`src/rtl/mc_bus_responder.sv`:
```
// Slave end of the MCU parallel memory-controller bus: synchronizes the async
// strobes and turns each access into one internal register-file strobe.
module mc_bus_responder #(
  parameter int MC_DATA_WIDTH = 16,
  parameter int MC_ADD_WIDTH  = 6,
  parameter int SYNC_STAGES   = 2
) (
  input  logic                     clock,
  input  logic                     reset,
  input  logic                     mc_ce,
  input  logic                     mc_we,
  input  logic                     mc_oe,
  input  logic [MC_ADD_WIDTH-1:0]  mc_add,
  input  logic [MC_DATA_WIDTH-1:0] mc_data_in,
  output logic [MC_DATA_WIDTH-1:0] mc_data_out,
  output logic                     mc_data_oe,
  output logic [MC_ADD_WIDTH-1:0]  reg_add,
  output logic [MC_DATA_WIDTH-1:0] reg_wdata,
  output logic                     reg_wr_strobe,
  output logic                     reg_rd_strobe,
  input  logic [MC_DATA_WIDTH-1:0] reg_rdata,
  output logic                     bus_error
);

  // state     | meaning
  // IDLE      | waiting for a strobe falling edge with ce low
  // WR_HOLD   | write strobe issued, waiting for we to return high
  // RD_REQ    | read strobe issued, register file data arrives this cycle
  // RD_DRIVE  | driving read data until oe or ce returns high
  // WAIT_IDLE | protocol violation, waiting for we and oe both high
  localparam logic [2:0] IDLE      = 3'd0;
  localparam logic [2:0] WR_HOLD   = 3'd1;
  localparam logic [2:0] RD_REQ    = 3'd2;
  localparam logic [2:0] RD_DRIVE  = 3'd3;
  localparam logic [2:0] WAIT_IDLE = 3'd4;

  localparam int FW = $clog2(SYNC_STAGES + 1);
  localparam logic [FW-1:0] FLUSH_INIT = FW'(SYNC_STAGES);

  logic [SYNC_STAGES-1:0] ce_sr, we_sr, oe_sr;
  logic                   ce_s, we_s, oe_s;
  logic                   we_prev, oe_prev;
  logic                   we_fall, oe_fall;
  logic [FW-1:0]          flush_cnt;
  logic                   flushed;
  logic [2:0]             state;

  always_ff @(posedge clock) begin
    if (reset) begin
      ce_sr <= '1;
      we_sr <= '1;
      oe_sr <= '1;
    end else begin
      ce_sr <= {ce_sr[SYNC_STAGES-2:0], mc_ce};
      we_sr <= {we_sr[SYNC_STAGES-2:0], mc_we};
      oe_sr <= {oe_sr[SYNC_STAGES-2:0], mc_oe};
    end
  end

  assign ce_s = ce_sr[SYNC_STAGES-1];
  assign we_s = we_sr[SYNC_STAGES-1];
  assign oe_s = oe_sr[SYNC_STAGES-1];

  // Edge history stays low until the chains hold real pad values, so a strobe
  // held low across reset must be seen high before it can fall again.
  assign flushed = (flush_cnt == '0);

  always_ff @(posedge clock) begin
    if (reset) begin
      flush_cnt <= FLUSH_INIT;
      we_prev   <= 1'b0;
      oe_prev   <= 1'b0;
    end else begin
      if (!flushed) flush_cnt <= flush_cnt - 1'b1;
      we_prev <= flushed & we_s;
      oe_prev <= flushed & oe_s;
    end
  end

  assign we_fall = ~we_s & we_prev;
  assign oe_fall = ~oe_s & oe_prev;

  always_ff @(posedge clock) begin
    if (reset) begin
      state         <= IDLE;
      mc_data_out   <= '0;
      mc_data_oe    <= 1'b0;
      reg_add       <= '0;
      reg_wdata     <= '0;
      reg_wr_strobe <= 1'b0;
      reg_rd_strobe <= 1'b0;
      bus_error     <= 1'b0;
    end else begin
      reg_wr_strobe <= 1'b0;
      reg_rd_strobe <= 1'b0;
      bus_error     <= 1'b0;
      case (state)
        IDLE: begin
          if (!ce_s) begin
            if (!we_s && !oe_s && (we_fall || oe_fall)) begin
              bus_error <= 1'b1;
              state     <= WAIT_IDLE;
            end else if (we_fall && oe_s) begin
              reg_add       <= mc_add;
              reg_wdata     <= mc_data_in;
              reg_wr_strobe <= 1'b1;
              state         <= WR_HOLD;
            end else if (oe_fall && we_s) begin
              reg_add       <= mc_add;
              reg_rd_strobe <= 1'b1;
              state         <= RD_REQ;
            end
          end
        end
        WR_HOLD: begin
          if (ce_s || we_s) state <= IDLE;
        end
        RD_REQ: begin
          if (ce_s) begin
            state <= IDLE;
          end else begin
            mc_data_out <= reg_rdata;
            mc_data_oe  <= 1'b1;
            state       <= RD_DRIVE;
          end
        end
        RD_DRIVE: begin
          if (ce_s || oe_s) begin
            mc_data_oe <= 1'b0;
            state      <= IDLE;
          end
        end
        WAIT_IDLE: begin
          if (ce_s || (we_s && oe_s)) state <= IDLE;
        end
        default: begin
          mc_data_oe <= 1'b0;
          state      <= IDLE;
        end
      endcase
    end
  end

endmodule
```
`config.mk`:
```
export PLATFORM = sky130hd
export DESIGN_NAME = mc_bus_responder
export DESIGN_NICKNAME = d
export VERILOG_FILES = /design/src/rtl/mc_bus_responder.sv
export SDC_FILE = /design/constraint.sdc
export NUM_CORES = 1
export LEC_CHECK = 0
export ABC_AREA = 1
export CORE_ASPECT_RATIO = 1.5
export CORE_MARGIN = 8
export CORE_UTILIZATION = 40
export CTS_CLUSTER_DIAMETER = 50
export CTS_CLUSTER_SIZE = 40
export DETAILED_ROUTE_END_ITERATION = 12
export GPL_TIMING_DRIVEN = 0
export PLACE_DENSITY = 0.8
export SYNTH_ARGS = -nofsm -noshare
export SYNTH_HDL_FRONTEND = slang
export SYNTH_SLANG_ARGS = --single-unit
```
`constraint.sdc`:
```
create_clock -name clock -period 2.58 [get_ports clock]
set_clock_uncertainty 0.05 [all_clocks]
set_input_delay 0.387 -clock clock [delete_from_list [all_inputs] [get_ports clock]]
set_output_delay 0.387 -clock clock [all_outputs]
set_load 0.02 [all_outputs]
```
Yosys cells after proc, flatten, opt, wreduce, memory -nomap -nowiden
Index checks and enable logic that the tools add are counted.
{ "classes": {"addsub": 1, "n_eq_ne": 10, "n_mux": 17, "n_bitwise": 10, "reduce_logical": 23} }
{ "ops": {"columns": ["operator", "count"], "rows": [
  ["$mux 3", 7],
  ["$pmux 3 s5", 1],
  ["$mux 6", 2],
  ["$ne 2x2->1 const B", 5],
  ["$reduce_and 4->1", 2],
  ["$eq 3x2->1 const B", 2],
  ["$not 1->1", 6],
  ["$reduce_or 3->1", 2],
  ["$logic_and 1x1->1", 5],
  ["$mux 1", 5],
  ["$reduce_and 5->1", 1],
  ["$reduce_or 5->1", 1],
  ["$and 1x1->1", 4],
  ["$logic_or 1x1->1", 4],
  ["$ne 4x4->1 const B", 1],
  ["$reduce_or 4->1", 1],
  ["$eq 3x1->1 const B", 1],
  ["$eq 3x3->1 const B", 1],
  ["$logic_not 3->1", 1],
  ["$pmux 1 s3", 1],
  ["$reduce_and 3->1", 1],
  ["$logic_not 1->1", 2],
  ["$logic_not 2->1", 1],
  ["$mux 2", 1],
  ["other kinds (3)", 3]
]} }
{ "totals": {"ff_bits": 55, "output_inout_bits": 42, "elab_cells": 75} }

Logic depth before layout (Yosys ltp)
Gate-level depths: netlist of run 1.
{ "depth": {"word_depth": 8, "ltp_mapped": 9, "ltp_nobuf": 9} }

Worst setup path after synthesis of run 1
OpenSTA, ideal clock, no wires.
{ "synth_timing": {"kind": "register -> register", "startpoint": "reg state[2]", "endpoint": "reg mc_data_out[4]", "arrival_ps": 1122, "path_slack_ps": 1292, "path_stages_with_launch": 8, "period_less_slack_ps": 1288, "path_cell_list": "dfxtp_1 -> inv_1 -> nand2_1 -> nor3_4 -> inv_4 -> buf_6 -> nor2_1 -> nor2_1"} }
{ "synth_via": {"elab_chain_len": 2} }
{ "synth_rtl": {"columns": ["item", "line", "rtl"], "rows": [
  ["start, declared", "46", "logic [2:0] state;"],
  ["start signal, assigned", "85", "state <= IDLE;"],
  ["start signal, assigned", "102", "state <= WAIT_IDLE;"],
  ["start signal, assigned", "107", "state <= WR_HOLD;"],
  ["$eq 3x2->1", "97", "case (state)"],
  ["$reduce_and 2->1 (no line)", null, null],
  ["end signal, assigned", "122", "mc_data_out <= reg_rdata;"],
  ["end, declared", "15", "output logic [MC_DATA_WIDTH-1:0] mc_data_out,"]
]} }
No other way between the ends.
A chain may end at the register's enable or synchronous reset.

Final worst setup path of run 1
{ "layout_timing": {"startpoint": "reg reg_wdata[4]", "endpoint": "out reg_wdata[4]"} }
{ "layout_rtl": {"columns": ["item", "line", "rtl"], "rows": [
  ["start, declared", "18", "output logic [MC_DATA_WIDTH-1:0] reg_wdata,"],
  ["start signal, assigned", "105", "reg_wdata <= mc_data_in;"]
]} }
No word-level cell between the ends.

==> qor.yml, run 1 <==
outcome: "finished, final reports clean"
drive_gt1_share_pct: 8.19
netlist_area_um2: 2040
clock.fmax_ghz: 0.586
row_count: 32
cp_slowest_cell: "clkdlybuf4s50_1"
worstSetupStartpointType: "flop"
ctsResizeCount: 0
fp.coreArea_um2: 5040
synthFlopType: "dfxtp_1"
cp-end-kind: "output port"
cts_setup_buffers: 0
start_util_pct: 40.5
cp_max_fo: 2
routabilityCongestion: 0.887
routedWlPerCell_um: 12.1
ios: 85
clkPwrFrac_pct: 29.1
critPathBufInv: 1
clk_path_buf_depth: 2
ir_drop_v: 0.000343
grtUsageTotal_pct: 13.7
cap_violations: 0
final.min_clock_period_ns: 1.71
power.switching_mw: 0.571
drc: 0
num_antenna_cells: 0
grt_pass1_wl_um: 8540
port_buffers: 84
cpLargestDelayFamily: "buffers and inverters"
min_path_type: "flop to flop"
synth_top_area_cell: "dfxtp_1"
yosysWarningCount: 0
syn-instance-count: 262
worst_skew_pair.late_latency_ns: 0.30
slowest_delay_ns: 0.61
setup_viol: 0
seqPwrFrac_pct: 47.9
dpl-instance-area_um2: 2970
worstMarginPinSlew_ns: 0.514
netlist.area_leader.share_pct: 53.9
p_int_mw: 1.43
antenna_found_initial: 0
hold_slack_ns: 0.364
setup_tns_ns: 0
syn_to_final_growth_pct: 51.1
h-tree-depth: 2
ant_nets: 0
grt_overflow: 0
ys_ff_latch: 55
synth_common_cells: "nor2_1 (91), dfxtp_1 (55), o21ai_0 (38)"
die_y_um: 104
post-dp-hpwl_um: 4060
drtIter0Drc: 89
arrival_ns: 1.27
fin_nets: 397
dp.cells: 414
crit_type: "flop to output port"
synth_edf_count: 0
leakagePower_nw: 1.24
slew_viol_final: 0
die_x_um: 74.4
swShare_pct: 28.5
cts.sinks: 55
yosysUniqueCellTypes: 26
final_hold_viol_count: 0
grt_pass1_vias: 1882
syn_avg_cell_area_um2: 7.80
grt_max_degree: 17
yosysMostFrequentCell: "nor2_1"
cts_buffers: 5
rsz0062_at_grt: "no"
syn_nets: 306
routed_wl_um: 5110
cts_tree: "yes"
timing.final.crit_share_pct: 66.1
viasPerCell: 4.64
yosys-top-cells-area: "dfxtp_1 (54%), nor2_1 (17%), o21ai_0 (9.3%)"
postCtsHoldBufs: 0
required_ns: 2.14
powerDensity_nw_per_um2: 649
combPwrFrac_pct: 23.1
vias: 1957
dieArea_um2: 7700
root_buffer: "clkbuf_8"
yosysSeqAreaShare_pct: 53.9
final_cell_area_um2: 3090
async_reset_ff_share_pct: 0
layoutNonFillerInstCount: 422
cp_cell_sequence: "clkdlybuf4s50_1"
dr.pass1.iters: 4
slew_headroom_pct: 65.6
clk_pin_slew_worst_paths_ns: 0.10
-- routing by layer --
layer | share of wire (%) | track usage [%]
met2 | 51 | 24.2
met3 | 9.2 | 4.83
met1 | 38 | 14.3
met4 | 1.8 | 4.51
met5 | 0 | 0
-- final timing paths --
kind                 from              end  slack, ns  depth (start not counted)
min reg2reg      we_sr[0]         we_sr[1]       0.36                          1
max          reg_wdata[4]     reg_wdata[4]       0.87                          1
max reg2reg      state[1]  mc_data_out[10]       1.04                          6
min              we_sr[0]         we_sr[1]       0.36                          1
-- stage by stage --
step | total power [mW] | worst slack (ns) | util, %
after detailed placement | 1.44 | 0.780 | 58.9
after floorplan | 1.28 | 1.29 | -
after global placement | 1.42 | 0.840 | 58.9
after CTS | 2.03 | 0.853 | 61.2
after global routing | 2.14 | 0.816 | 61.2
final | 2.00 | 0.874 | 61.2
-- layout make-up --
cell class	count	area [um^2]
Fill cell	462	1960
Sequential cell	55	1100
Timing Repair Buffer	84	841
Multi-Input combinational cell	183	825
Tap cell	68	85.1
Clock buffer	6	82.6
Inverter	15	60.1
Buffer	9	57.6
Clock inverter	2	35.0
-- power by group through the flow --
stage          combinational, mW  sequential, mW  clock [mW]
4_1_cts                    0.467           0.958       0.601
3_3_place_gp               0.452           0.973           0
3_5_place_dp               0.466           0.977           0
5_1_grt                    0.530           0.970       0.639
2_1_floorplan              0.293           0.987           0
6_report                   0.462           0.959       0.582
-- registers in the layout, summed over array words and instances (netlist names) --
| signal | count |
|---|---|
| bus_error | 1 |
| ce_sr | 2 |
| flush_cnt | 2 |
| mc_data_oe | 1 |
| mc_data_out | 16 |
| oe_prev | 1 |
| oe_sr | 2 |
| reg_add | 6 |
| reg_rd_strobe | 1 |
| reg_wdata | 16 |
| reg_wr_strobe | 1 |
| state | 3 |
| we_prev | 1 |
| we_sr | 2 |
-- layout by cell type, fill, tap and decap left out, types with 4 or more instances in the layout --
master | netlist | final
dfxtp_1 | 55 | 55
inv_1 | 11 | 11
nand3_1 | 7 | 7
clkdlybuf4s50_1 | 0 | 84
clkbuf_8 | 0 | 6
nand2_1 | 21 | 21
a21oi_1 | 4 | 4
o21ai_0 | 38 | 38
or2_2 | 6 | 6
nor2_1 | 91 | 91
-- cells by family (layout without fill, tap and decap cells) --
kind of cell               count (synthesis)  count (layout)  share of synthesized area (%)
adders and majority gates                  1               1                          0.612
buffers and inverters                     24             116                           5.76
DFF                                       55              55                           53.9
and+or+nand+nor                          135             135                           28.0
AOI/OAI and AO/OA                         47              47                           11.8
Power figures use the tool's default switching activity.
==> run 2: changes to the inputs <==
CORE_UTILIZATION = 38   (was 40)
PLACE_DENSITY = 0.79   (was 0.8)
clock period = 1.4 ns   (was 2.58 ns; I/O delays follow)
==> qor.yml, run 2 (same netlist as run 1, synthesis figures left out) <==
ios: 85  # unchanged
r2r_slack_ns: 0.07  # -0.97 ns
arrival_ns: 1.48  # +0.21 ns
min_path_type: "flop to flop"
powerDensity_nw_per_um2: 1140  # +76%
cp-end-kind: "flop"
h-tree-depth: 2  # unchanged
slew_headroom_pct: 73.6  # +8.0 points
cpMostUsedCell: "nand2_2"
crit_start: "state[0]"
r2r-start: "state[0]"
worstSetupStartpointType: "flop"
cts.sinks: 55  # unchanged
leakagePower_nw: 1.44  # +17%
fillers: 484  # +4.8%
cp_slowest_cell: "dfxtp_2"
critPathBufInv: 1  # unchanged
worst_skew_pair.late_latency_ns: 0.30  # about the same
final_common_cell: "nor2_1"
grt_overflow: 0  # unchanged
drtIter0Drc: 43  # -52%
ir_drop_v: 0.000667  # +94%
start_util_pct: 39.6  # -0.94 points
dieArea_um2: 8030  # +4.3%
grt_pass1_vias: 2017  # +7.2%
timing.final.crit_share_pct: 95.1
grt_max_degree: 15  # -2
dr.pass1.iters: 4  # unchanged
cp_max_fo: 10  # +8
ant_nets: 0  # unchanged
most-common-layout-cells: "nor2_1 (87), dfxtp_1 (50), clkdlybuf4s50_1 (42), dlygate4sd2_1 (42), o21ai_0 (33)"
final_hold_viol_count: 0  # unchanged
cpLargestDelayFamily: "simple AND/OR/NAND/NOR gates"
root_buffer: "clkbuf_8"
die_x_um: 75.9  # +2.0%
setup_viol: 0  # unchanged
routedWlPerCell_um: 12.6  # +3.7%
final.min_clock_period_ns: 1.33
viasPerCell: 4.63  # -0.15%
cap_violations: 0  # unchanged
drive_gt1_share_pct: 13.7  # +5.5 points
die_y_um: 106  # +2.2%
setup_ws_ns: 0.0690  # -0.805 ns
vias: 1968  # +0.56%
worstMarginPinSlew_ns: 0.396  # -0.119 ns
outcome: "finished, final reports clean"
top_regs: "mc_data_out (16), reg_wdata (16), reg_add (6)"
grtUsageTotal_pct: 13.4  # -0.30 points
clk_path_buf_depth: 2  # unchanged
cts_tree: "yes"
post-dp-hpwl_um: 4070  # +0.14%
cp_cell_sequence: "nor2_2 > nand2_2 > nor2_4 > nand2_2 > clkbuf_4 > o21ai_0 > nor2_1"
dp.cells: 414  # unchanged
crit_cells: 7  # +6
routed_wl_um: 5330  # +4.5%
required_ns: 1.55  # -0.59 ns
r2r_end: "reg_wdata[8]"
crit_type: "flop to flop"
num_antenna_cells: 0  # unchanged
slew_viol_final: 0  # unchanged
drc: 0  # unchanged
hold_slack_ns: 0.366  # +0.00169 ns
syn_to_final_growth_pct: 51.0  # about the same
layoutNonFillerInstCount: 425  # +0.71%
grt_pass1_wl_um: 8640  # +1.1%
antenna_found_initial: 0  # unchanged
dp_slack_ns: -0.206  # -0.986 ns
ff2ff_path_depth: 7  # +1
cts_buffers: 5  # unchanged
postLayoutCoreUtil_pct: 59.7  # -1.4 points
clock.fmax_ghz: 0.751
port_buffers: 84  # unchanged
fin_nets: 402  # +1.3%
fp.coreArea_um2: 5160  # +2.4%
clk_pin_slew_worst_paths_ns: 0.09  # about the same
crit_end: "reg_wdata[8]"
row_count: 32  # unchanged
routabilityCongestion: 0.916  # +3.2%
slowest_delay_ns: 0.36  # -0.25 ns
[run 2: cell count changes in the layout (fill, tap and decap cells not counted), moves of 5 or more]
cell and change:
o21ai_0 -5, o21ai_1 +5, dfxtp_1 -5, clkdlybuf4s50_1 -42, dlygate4sd2_1 +42
[run 2: metrics by stage]
step | instance area, um^2 | setup TNS [ns] | power, mW
after global placement | 2970 | -5.75 | 2.63
after CTS | 3040 | 0 | 3.45
after global routing | 3090 | -0.178 | 3.74
after floorplan | 2040 | 0 | 2.36
after detailed placement | 2970 | -6.38 | 2.66
final | 3090 | 0 | 3.52
[run 2: layout make-up]
type / count / area, um^2 / share of cell area [%]
multi-input cells: 183 / 857 / 27.8
repair buffers: 89 / 838 / 27.2
flip-flops and latches: 55 / 1110 / 36.0
inverters: 15 / 60.1 / 1.95
well taps: 68 / 85.1 / 2.76
clock buffers: 6 / 72.6 / 2.35
plain buffers: 9 / 62.6 / 2.03
[run 2: how the worst min path moves through the flow]
stage | start | endpoint | slack (ns) | cells after the start
after global routing | ce_sr[0] | ce_sr[1] | 0.38 | 1
final | we_sr[0] | we_sr[1] | 0.37 | 1
after CTS | ce_sr[0] | ce_sr[1] | 0.37 | 1
after detailed placement | ce_sr[0] | ce_sr[1] | 0.35 | 1
after floorplan | mc_ce | ce_sr[0] | 0.26 | 1
after global placement | ce_sr[0] | ce_sr[1] | 0.34 | 1
[run 2: timing repair]
action | CTS | global route
gates cloned | 0 | 0
setup endpoints to repair | 70 | 38
pin swaps | 1 | 1
hold buffers | 0 | 0
buffers inserted | 4 | 1
gates resized for setup | 45 | 25
[run 2: report_power, final]
| part | switching [mW] | total [mW] | internal (mW) |
|---|---|---|---|
| clock | 0.461 | 0.796 | 0.335 |
| combinational | 0.535 | 0.939 | 0.404 |
| sequential | 0.0978 | 1.78 | 1.69 |
| total | 1.09 | 3.52 | 2.42 |
[run 2: per-layer routing]
layer	wire length, um	vias to the layer above	global-route usage [%]
met1	1990	864	14.2
met5	0	-	0
li1	-	1030	-
met3	477	10	5.12
met4	126	0	5.39
met2	2740	64	22.7
